## src/rtl/fm_sweep_sched_if.sv

```systemverilog
// Control/config bus between the register interface and the sweep scheduler,
// plus the scheduler's outputs toward the FM modulator.
interface fm_sweep_sched_if #(
  parameter int DWELL_W = 32
);
  logic [63:0]        cfg_start_w64;
  logic [63:0]        cfg_stop_w64;
  logic [63:0]        cfg_step_w64;
  logic [DWELL_W-1:0] cfg_dwell;
  logic [1:0]         cfg_mode;
  logic               cmd_start;
  logic               cmd_abort;
  logic [11:0]        modu_in_w12;
  logic               modu_valid;
  logic [63:0]        freq_ctrl_car;
  logic [11:0]        dac_modu_w12;
  logic               hop_stb;
  logic               busy;
  logic               done;

  modport master (
    output cfg_start_w64, cfg_stop_w64, cfg_step_w64, cfg_dwell, cfg_mode,
    output cmd_start, cmd_abort, modu_in_w12, modu_valid,
    input  freq_ctrl_car, dac_modu_w12, hop_stb, busy, done
  );

  modport slave (
    input  cfg_start_w64, cfg_stop_w64, cfg_step_w64, cfg_dwell, cfg_mode,
    input  cmd_start, cmd_abort, modu_in_w12, modu_valid,
    output freq_ctrl_car, dac_modu_w12, hop_stb, busy, done
  );
endinterface

```

## src/rtl/fm_sweep_sched.sv

```systemverilog
// Carrier sweep/hop scheduler with modulation gating toward the FM modulator.
// Define FM_SWEEP_TRIANGLE_EN to build triangle (bounce) mode; otherwise mode 10 acts as sawtooth.
module fm_sweep_sched #(
  parameter int DWELL_W = 32
) (
  input  logic                clk,
  input  logic                rst,
  fm_sweep_sched_if.slave     bus
);

  typedef enum logic [1:0] {S_IDLE, S_LOAD, S_DWELL, S_DONE} state_t;

  state_t             state_q, state_d;
  logic [63:0]        freq_q, freq_d;
  logic [DWELL_W-1:0] cnt_q, cnt_d;
  logic               hop_q, hop_d;
  logic               done_q, done_d;
  logic [11:0]        dac_q, dac_d;

  logic [63:0]        start_q, start_d;
  logic [63:0]        end_q, end_d;
  logic [63:0]        step_q, step_d;
  logic [DWELL_W-1:0] dlen_q, dlen_d;
  logic [1:0]         mode_q, mode_d;
  logic               up_q, up_d;

  logic               busy;
  logic               is_single;
  logic               is_tri;

  // Saturating step toward endpoint e; the 65-bit sum keeps the up-sweep from wrapping.
  function automatic logic [63:0] next_point(input logic [63:0] p, input logic [63:0] e,
                                             input logic [63:0] s, input logic up);
    logic [64:0] sum;
    sum = {1'b0, p} + {1'b0, s};
    if (s == 64'd0)
      next_point = e;
    else if (up)
      next_point = (sum >= {1'b0, e}) ? e : sum[63:0];
    else
      next_point = ((p - e) <= s) ? e : (p - s);
  endfunction

  assign busy      = (state_q == S_LOAD) || (state_q == S_DWELL);
  assign is_single = (mode_q == 2'b00) || (mode_q == 2'b11);
`ifdef FM_SWEEP_TRIANGLE_EN
  assign is_tri    = (mode_q == 2'b10);
`else
  assign is_tri    = 1'b0;
`endif

  always_comb begin
    state_d = state_q;
    freq_d  = freq_q;
    cnt_d   = cnt_q;
    hop_d   = 1'b0;
    done_d  = 1'b0;
    start_d = start_q;
    end_d   = end_q;
    step_d  = step_q;
    dlen_d  = dlen_q;
    mode_d  = mode_q;
    up_d    = up_q;
    case (state_q)
      S_IDLE, S_DONE: begin
        if (bus.cmd_start) begin
          start_d = bus.cfg_start_w64;
          end_d   = bus.cfg_stop_w64;
          step_d  = bus.cfg_step_w64;
          dlen_d  = (bus.cfg_dwell == '0) ? '0 : bus.cfg_dwell - DWELL_W'(1);
          mode_d  = bus.cfg_mode;
          up_d    = (bus.cfg_stop_w64 >= bus.cfg_start_w64);
          state_d = S_LOAD;
        end
      end
      S_LOAD: begin
        freq_d  = start_q;
        cnt_d   = dlen_q;
        hop_d   = 1'b1;
        state_d = S_DWELL;
      end
      S_DWELL: begin
        if (cnt_q != '0) begin
          cnt_d = cnt_q - DWELL_W'(1);
        end else if (freq_q != end_q) begin
          freq_d = next_point(freq_q, end_q, step_q, up_q);
          hop_d  = 1'b1;
          cnt_d  = dlen_q;
        end else if (is_single) begin
          state_d = S_DONE;
          done_d  = 1'b1;
        end else if (is_tri) begin
          // Bounce: the old start becomes the new end and the sweep heads back.
          start_d = end_q;
          end_d   = start_q;
          up_d    = ~up_q;
          freq_d  = next_point(freq_q, start_q, step_q, ~up_q);
          hop_d   = 1'b1;
          cnt_d   = dlen_q;
        end else begin
          freq_d = start_q;
          hop_d  = 1'b1;
          cnt_d  = dlen_q;
        end
      end
      default: state_d = S_IDLE;
    endcase
    if (bus.cmd_abort) begin
      state_d = S_IDLE;
      freq_d  = freq_q;
      cnt_d   = cnt_q;
      hop_d   = 1'b0;
      done_d  = 1'b0;
    end
  end

  // Modulation passes through only while a sweep is running; otherwise zero deviation.
  always_comb begin
    dac_d = 12'd2047;
    if (busy)
      dac_d = bus.modu_valid ? bus.modu_in_w12 : dac_q;
  end

  always_ff @(posedge clk or negedge rst) begin
    if (!rst) begin
      state_q <= S_IDLE;
      freq_q  <= 64'd0;
      cnt_q   <= '0;
      hop_q   <= 1'b0;
      done_q  <= 1'b0;
      dac_q   <= 12'd2047;
    end else begin
      state_q <= state_d;
      freq_q  <= freq_d;
      cnt_q   <= cnt_d;
      hop_q   <= hop_d;
      done_q  <= done_d;
      dac_q   <= dac_d;
    end
  end

  always_ff @(posedge clk) begin
    start_q <= start_d;
    end_q   <= end_d;
    step_q  <= step_d;
    dlen_q  <= dlen_d;
    mode_q  <= mode_d;
    up_q    <= up_d;
  end

  assign bus.freq_ctrl_car = freq_q;
  assign bus.dac_modu_w12  = dac_q;
  assign bus.hop_stb       = hop_q;
  assign bus.busy          = busy;
  assign bus.done          = done_q;

endmodule

```

## src/flat_wrapper.sv

```systemverilog
// flat-port wrapper written by rule: the top's interface ports become plain ports
module fm_sweep_sched_flat 
#(
  parameter int DWELL_W = 32
)
  (clk, rst, bus_cfg_start_w64, bus_cfg_stop_w64, bus_cfg_step_w64, bus_cfg_dwell, bus_cfg_mode, bus_cmd_start, bus_cmd_abort, bus_modu_in_w12, bus_modu_valid, bus_freq_ctrl_car, bus_dac_modu_w12, bus_hop_stb, bus_busy, bus_done);
  fm_sweep_sched_if #(.DWELL_W(DWELL_W)) bus_i ();
  input  logic clk;
  input  logic rst;
  input wire logic [$bits(bus_i.cfg_start_w64)-1:0] bus_cfg_start_w64;
  input wire logic [$bits(bus_i.cfg_stop_w64)-1:0] bus_cfg_stop_w64;
  input wire logic [$bits(bus_i.cfg_step_w64)-1:0] bus_cfg_step_w64;
  input wire logic [$bits(bus_i.cfg_dwell)-1:0] bus_cfg_dwell;
  input wire logic [$bits(bus_i.cfg_mode)-1:0] bus_cfg_mode;
  input wire logic [$bits(bus_i.cmd_start)-1:0] bus_cmd_start;
  input wire logic [$bits(bus_i.cmd_abort)-1:0] bus_cmd_abort;
  input wire logic [$bits(bus_i.modu_in_w12)-1:0] bus_modu_in_w12;
  input wire logic [$bits(bus_i.modu_valid)-1:0] bus_modu_valid;
  output wire logic [$bits(bus_i.freq_ctrl_car)-1:0] bus_freq_ctrl_car;
  output wire logic [$bits(bus_i.dac_modu_w12)-1:0] bus_dac_modu_w12;
  output wire logic [$bits(bus_i.hop_stb)-1:0] bus_hop_stb;
  output wire logic [$bits(bus_i.busy)-1:0] bus_busy;
  output wire logic [$bits(bus_i.done)-1:0] bus_done;
  assign bus_i.cfg_start_w64 = bus_cfg_start_w64;
  assign bus_i.cfg_stop_w64 = bus_cfg_stop_w64;
  assign bus_i.cfg_step_w64 = bus_cfg_step_w64;
  assign bus_i.cfg_dwell = bus_cfg_dwell;
  assign bus_i.cfg_mode = bus_cfg_mode;
  assign bus_i.cmd_start = bus_cmd_start;
  assign bus_i.cmd_abort = bus_cmd_abort;
  assign bus_i.modu_in_w12 = bus_modu_in_w12;
  assign bus_i.modu_valid = bus_modu_valid;
  assign bus_freq_ctrl_car = bus_i.freq_ctrl_car;
  assign bus_dac_modu_w12 = bus_i.dac_modu_w12;
  assign bus_hop_stb = bus_i.hop_stb;
  assign bus_busy = bus_i.busy;
  assign bus_done = bus_i.done;
  fm_sweep_sched #(.DWELL_W(DWELL_W)) u_core (.clk(clk), .rst(rst), .bus(bus_i));
endmodule
```

## config.mk

```make
export PLATFORM = sky130hd
export DESIGN_NAME = fm_sweep_sched_flat
export DESIGN_NICKNAME = d
export VERILOG_FILES = /design/src/rtl/fm_sweep_sched_if.sv /design/src/rtl/fm_sweep_sched.sv /design/src/flat_wrapper.sv
export SDC_FILE = /design/constraint.sdc
export NUM_CORES = 1
export LEC_CHECK = 0
export ABC_CLOCK_PERIOD_IN_PS = 13050
export CELL_PAD_IN_SITES_DETAIL_PLACEMENT = 1
export CELL_PAD_IN_SITES_GLOBAL_PLACEMENT = 1
export CORE_AREA = 2 2 281 283
export CTS_CLUSTER_SIZE = 14
export DETAILED_ROUTE_END_ITERATION = 10
export DIE_AREA = 0 0 283 285
export GPL_TIMING_DRIVEN = 0
export HOLD_SLACK_MARGIN = 0.02
export MAX_ROUTING_LAYER = met4
export PLACE_DENSITY_LB_ADDON = 0.25
export SYNTH_ARGS = -nofsm -noshare
export SYNTH_HDL_FRONTEND = slang
export SYNTH_SLANG_ARGS = --single-unit
```

## constraint.sdc

```tcl
create_clock -name clk -period 13.05 [get_ports clk]
set_clock_uncertainty 0.05 [all_clocks]
set_input_delay 1.305 -clock clk [delete_from_list [all_inputs] [get_ports clk]]
set_output_delay 1.305 -clock clk [all_outputs]
set_load 0.05 [all_outputs]
```

==> results.ini, run 1 <==
[clock_network]
cts_max_path_buffers = 3
postCtsSetupRepairBufs = 0
cts_sinks = 339
cts_root_buf = clkbuf_16
ctsHoldBuffers = 0
worstSkewPairLatency_ps = 630
cts_made_buffers = 44
cts-resized-gates = 0
tritoncts = built
path_clk_slew_ps = 80
cts_max_level = 2

[global_route]
grt_max_degree = 62
grt_pass1_wl_um = 217000
grt_usage = 0.373
grt_overflow = 0
antenna_found_initial = 12
grt_pass1_vias = 32019

[synthesis]
synth_simple_gate_area_frac = 0.164
syn_avg_cell_area_um2 = 8.52
synthesis.nets = 4246
synth_compound_area_frac = 0.246
synth_top_flop_cell = edfxtp_1
yosysTopAreaCellShare = 0.222
synth_area_leaders = edfxtp_1 22%, ha_1 16%, dfrtp_1 8.2%
netlist_area_mm2 = 0.0308
postSynthCellCount = 3612
synth.area.mux_share = 0.00769
ys_types = 85
synth_top_area_cell = edfxtp_1
ys_ff_latch = 339
synth-xor-area-share = 0.0538
yosys_warnings = 0
synth_top_family_by_area = compound AO/OA/AOI/OAI gates
synthArstFlopShare = 0.330
synth-edff-count = 227
seq_area_frac_synth = 0.313
synth_fa_ha_area_frac = 0.160

[flow_run]
max_cap_viol_count = 6

[critical_path]
cp_common_cell = o21ai_0
critPathMaxFanout = 10
worstSetupPathType = register to register
critPathLaunchType = register
crit_chain = ha_1, nor2b_1, o31a_1, o31a_1, nor4b_1, o21ai_1, and4_1, o21ai_0, a21boi_0, nand4b_1, a31oi_1, xnor2_1, ha_1, nand4_1, nor3_1, o21ai_0, o21ai_0, o22ai_1, and2_1, nor2_1, clkbuf_1, a21oi_1, o221ai_1, nand2_1
critPathCaptureType = register
required_ps = 13500
cp_slowest_cell = nor4b_1
crit_buf_inv = 1
cp_top_family = simple AND/OR/NAND/NOR gates
critPathMaxStageDelay_ps = 1290
arrival_ps = 11250

[detailed_routing]
first_iter_violations = 2952
detail_route.first_pass.iterations = 5
wire_per_inst_um = 29.6
viasPerCell = 6.26
wirelength_um = 151000
drtAntennaViolNets = 0
num_vias = 31833
drc = 0

[sta]
rsz0062_at_grt = no
fin_crit_ps = 10800
clock.fmax_ghz = 0.0926
tightest_slew_ps = 1580
fin_tns_setup_ps = 0
hold_viol_final = 0
maxSlewViolCount = 29
slew_headroom = -0.0514
fin_ws_ps = 2250
fin_crit_sh = 0.827
setup_viol = 0

[cells_and_area]
final_nets = 4624
drive_gt1_frac = 0.0405
area_delta_synth_final_pct = 20.6
instances_no_fill = 5089
fin_area_mm2 = 0.0371

[place]
place_congestion = 1.06
hpwl_um = 122000
placedCellCount = 4993
portBuffers = 321
post-place-ws_ps = 3030
dpl_cell_area_mm2 = 0.0355

[die]
dieWidth_um = 283
ios = 322
initial_core_util = 0.395
die-area_mm2 = 0.0807
core_area_mm2 = 0.0780
rows = 103
fp.dieH_um = 285

[outcome]
violations = capacitance limit, slew limit
status = complete, but fails checks

[hold_path]
hp-class = register to register

## cell usage in the layout (no fill, tap or decap), drive strengths merged, types with 85 or more instances in the layout
cell type,Yosys,routed
inv,298,303
nand3,85,85
clkdlybuf4s50,0,320
clkbuf,129,184
edfxtp,227,227
o21ai,225,225
dfrtp,101,101
xnor2,151,151
nand4,87,87
nand2,261,261
ha,388,388
a21oi,366,366
nor2,300,300
a21o,94,94
## per-stage QoR
stage	hold WS [ps]	util
finish	428	0.476
global route	453	0.476
CTS	426	0.475
detailed placement	410	0.455
global placement	401	0.453
floorplan	388	-
## layout make-up
class | instances | area (µm²)
Timing Repair Buffer | 332 | 3410
Clock inverter | 28 | 357
Antenna cell | 13 | 32.5
Sequential cell | 339 | 9630
Fill cell | 9185 | 40900
Buffer | 152 | 592
Tap cell | 1050 | 1310
Clock buffer | 54 | 1200
Inverter | 300 | 1130
Multi-Input combinational cell | 2821 | 19400
## metal layers
layer	wire (µm)	vias to the layer above	global-route usage
met1	63300	15835	0.476
met3	13300	354	0.0760
met5	0	-	-
met4	7840	0	0.164
met2	66300	1437	0.571
li1	-	14207	-
## synth_stat cells (11+ instances only)
cell type,number
a2111oi_0,13
a211o_1,11
a211oi_1,48
a21boi_0,13
a21o_1,94
a21oi_1,366
a221o_1,14
a221oi_1,44
a22oi_1,33
a311oi_1,12
a31oi_1,43
and2_1,11
and3_1,11
buf_2,14
clkbuf_1,129
dfrtp_1,101
dfstp_2,11
edfxtp_1,227
ha_1,388
inv_1,298
mux2i_1,18
nand2_1,260
nand2b_1,41
nand3_1,85
nand4_1,87
nor2_1,299
nor2b_1,36
nor3_1,62
nor4_1,82
o211ai_1,29
o21a_1,28
o21ai_0,221
o21bai_1,43
o221ai_1,23
o22ai_1,31
o31ai_1,29
o41ai_1,11
or2_2,14
or3_1,15
xnor2_1,151
xor2_1,38
## state kept, by name, indices dropped and copies added (netlist names)
register,count
u_core.end_q,64
u_core.state_q,2
u_core.dlen_q,32
u_core.bus.dac_modu_w12,12
u_core.bus.freq_ctrl_car,64
u_core.cnt_q,32
u_core.bus.hop_stb,1
u_core.bus.done,1
u_core.up_q,1
u_core.step_q,64
u_core.start_q,64
u_core.mode_q,2
## worst register-to-register path, cell delays in order (launching register included)
cell	delay [ps]
dfrtp_1	510
ha_1	360
nor2b_1	150
o31a_1	280
o31a_1	350
nor4b_1	1300
o21ai_1	680
and4_1	360
o21ai_0	730
a21boi_0	450
nand4b_1	320
a31oi_1	230
xnor2_1	120
ha_1	350
nand4_1	150
nor3_1	600
o21ai_0	200
o21ai_0	340
o22ai_1	160
and2_1	180
nor2_1	1120
clkbuf_1	1040
a21oi_1	330
o221ai_1	250
nand2_1	90
## worst paths after layout
check,start,endpoint,slack [ps],depth (start not counted)
max,u_core.bus.freq_ctrl_car[1]$_DFFE_PN0P_,u_core.bus.freq_ctrl_car[37]$_DFFE_PN0P_,2250,24
min,u_core.start_q[37]$_DFFE_PP_,u_core.bus.freq_ctrl_car[37]$_DFFE_PN0P_,430,2
max reg2reg,u_core.bus.freq_ctrl_car[1]$_DFFE_PN0P_,u_core.bus.freq_ctrl_car[37]$_DFFE_PN0P_,2250,24
min reg2reg,u_core.start_q[37]$_DFFE_PP_,u_core.bus.freq_ctrl_car[37]$_DFFE_PN0P_,430,2
max in group asynchronous,rst,u_core.bus.freq_ctrl_car[32]$_DFFE_PN0P_,11440,2
min in group asynchronous,rst,u_core.cnt_q[21]$_DFFE_PN0P_,660,1
## logic make-up after synthesis
kind of cell,count (synthesis)
AOI/OAI and AO/OA,1174
and+or+nand+nor,1044
buffers and inverters,452
adders and majority gates,391
DFF,339
xor gates and xnor gates,189
muxes,23
Power of run 1 is not shown: default switching activity piles up to over one toggle a cycle in this logic, so the estimate is an artifact.
==> run 2, diff against run 1 <==
- ABC_CLOCK_PERIOD_IN_PS: 13050 -> 8800
- clock period: 13.05 -> 8.8 ns (I/O delays scaled with it)
==> run 2 against run 1 <==
  * The run ends with capacitance limit, slew limit, setup timing left
  * Hold slack got worse by 250 ps
  * Die area did not move
  * Sequential cell count did not move
  * Routed wire length fell by 0.71%
  * Via count barely moved
  * First-iteration DRC count rose by 7.7%
  * Register-to-register slack got worse by 2300 ps
  * Critical path depth rose by 1
  * Critical path type unchanged
  * Largest cell class unchanged
==> results.ini, run 2 (same netlist as run 1, synthesis figures left out) <==
[detailed_routing]
detail_route.first_pass.iterations = 6  ; was 5
first_iter_violations = 3178  ; was 2952
viasPerCell = 6.26  ; about the same
num_vias = 31858  ; was 31833
wirelength_um = 150000  ; was 151000 µm
wire_per_inst_um = 29.4  ; was 29.6 µm
drtAntennaViolNets = 0  ; unchanged
drc = 0  ; unchanged

[global_route]
grt_usage = 0.371  ; was 0.373
grt_pass1_vias = 31696  ; was 32019
antenna_found_initial = 12  ; unchanged
busiest_layer = met2  ; unchanged
grt_max_degree = 71  ; was 62
gr-usage-met3 = 0.0759  ; was 0.0760
grt_pass1_wl_um = 216000  ; was 217000 µm
grt_overflow = 0  ; unchanged
grt_util_met1 = 0.472  ; was 0.476
grtUsageMet2 = 0.563  ; was 0.571

[cells_and_area]
final_util = 0.477  ; was 0.476
layout_commonest_cell = ha_1  ; unchanged
final_nets = 4622  ; was 4624
area_delta_synth_final_pct = 20.9  ; was 20.6%
fin_area_mm2 = 0.0372  ; was 0.0371 mm²
drive_gt1_frac = 0.0462  ; was 0.0405
final_cell_mix = 388 x ha_1, 366 x a21oi_1, 320 x clkdlybuf4s50_1  ; unchanged

[sta]
maxSlewViolCount = 23  ; was 29
slew_headroom = -0.0483  ; was -0.0514
fin_crit_ps = 8820  ; was 10800 ps
fin_crit_sh = 1.00  ; was 0.827
setup_viol = 1  ; was 0
fin_ws_ps = -18.6  ; was 2250 ps
hold_viol_final = 0  ; unchanged
rsz0062_at_grt = no  ; unchanged
clock.fmax_ghz = 0.113  ; was 0.0926 GHz
tightest_slew_ps = 1560  ; was 1580 ps

[die]
fp.dieH_um = 285  ; unchanged
core_area_mm2 = 0.0780  ; unchanged
rows = 103  ; unchanged
dieWidth_um = 283  ; unchanged
initial_core_util = 0.395  ; unchanged
die-area_mm2 = 0.0807  ; unchanged
ios = 322  ; unchanged

[clock_network]
cts_sinks = 339  ; unchanged
cts_root_buf = clkbuf_16  ; unchanged
postCtsSetupRepairBufs = 0  ; unchanged
cts_max_path_buffers = 3  ; unchanged
cts_made_buffers = 43  ; was 44
path_clk_slew_ps = 70  ; was 80 ps
cts_max_level = 2  ; unchanged
worstSkewPairLatency_ps = 620  ; was 630 ps
tritoncts = built  ; unchanged

[place]
dpl_cell_area_mm2 = 0.0355  ; about the same
hpwl_um = 121000  ; was 122000 µm
post-place-ws_ps = -1170  ; was 3030 ps
portBuffers = 321  ; unchanged
place_congestion = 1.05  ; was 1.06

[critical_path]
critPathCaptureType = register  ; unchanged
arrival_ps = 9230  ; was 11250 ps
worstSetupPathType = register to register  ; unchanged
critPathLaunchType = register  ; unchanged
critPathMaxFanout = 11  ; was 10
required_ps = 9210  ; was 13500 ps

[outcome]
status = complete, but fails checks  ; unchanged
violations = capacitance limit, slew limit, setup timing  ; was capacitance limit, slew limit

[hold_path]
hp-class = input pin to asynchronous set/reset pin  ; was register to register

[flow_run]
max_cap_viol_count = 4  ; was 6

[run 2: worst paths after layout]
kind	depth (start not counted)	endpoint	start	slack (ps)
worst max-delay path	25	u_core.bus.freq_ctrl_car[23]$_DFFE_PN0P_	u_core.end_q[1]$_DFFE_PP_	-20
worst max register to register	25	u_core.bus.freq_ctrl_car[23]$_DFFE_PN0P_	u_core.end_q[1]$_DFFE_PP_	-20
min in group clk	2	u_core.bus.freq_ctrl_car[45]$_DFFE_PN0P_	u_core.start_q[45]$_DFFE_PP_	420
worst min register to register	2	u_core.bus.freq_ctrl_car[45]$_DFFE_PN0P_	u_core.start_q[45]$_DFFE_PP_	420
worst min-delay path	1	u_core.cnt_q[30]$_DFFE_PN0P_	rst	180
max in group asynchronous	2	u_core.bus.freq_ctrl_car[39]$_DFFE_PN0P_	rst	7610
[run 2: area by class of cell]
class / instances / area (µm²)
Inverter: 300 / 1130
Timing Repair Buffer: 331 / 3420
Tap cell: 1050 / 1310
Multi-Input combinational cell: 2821 / 19600
Antenna cell: 14 / 35.0
Fill cell: 9198 / 40800
Clock buffer: 58 / 1170
Clock inverter: 22 / 348
Buffer: 152 / 607
Sequential cell: 339 / 9630
[run 2: worst max-delay path, stage by stage (launching register included)]
cell and delay (ps):
edfxtp_1 490, inv_1 140, ha_1 250, nor2b_1 150, o31a_1 290, o31a_1 350
nor4b_2 690, o21ai_1 460, and4_1 340, o21ai_0 510, a21boi_0 360, nor2_1 290
o21ai_0 140, xor2_1 180, ha_1 310, a21oi_1 170, o21ai_0 130, a221oi_1 610
o21ai_0 310, o22ai_1 250, nand2_1 90, nand2_1 420, clkbuf_2 560, nor2_1 120
o311ai_0 770, a31oi_1 190
[run 2: what timing repair did]
action / in CTS / in global routing
hold buffers: 0 / 0
gates resized for setup: 22 / 20
endpoints found under the setup margin: 60 / 58
gates cloned: 0 / 0
[run 2: metal layers]
layer	vias up	wire length [µm]
met3	356	13400
met2	1456	65400
met5	-	0
li1	14222	-
met4	0	8390
met1	15824	62400
[run 2: per-stage QoR]
stage / setup TNS, ps / instances / hold slack, ps
3_3_place_gp: -436840 / 4983 / 404
4_1_cts: 0 / 5073 / 170
5_1_grt: 0 / 5085 / 190
6_report: -18.6 / 5087 / 179
3_5_place_dp: -35960 / 4993 / 410
2_1_floorplan: 0 / 3612 / 388
Power of run 2 is left out for the same reason.
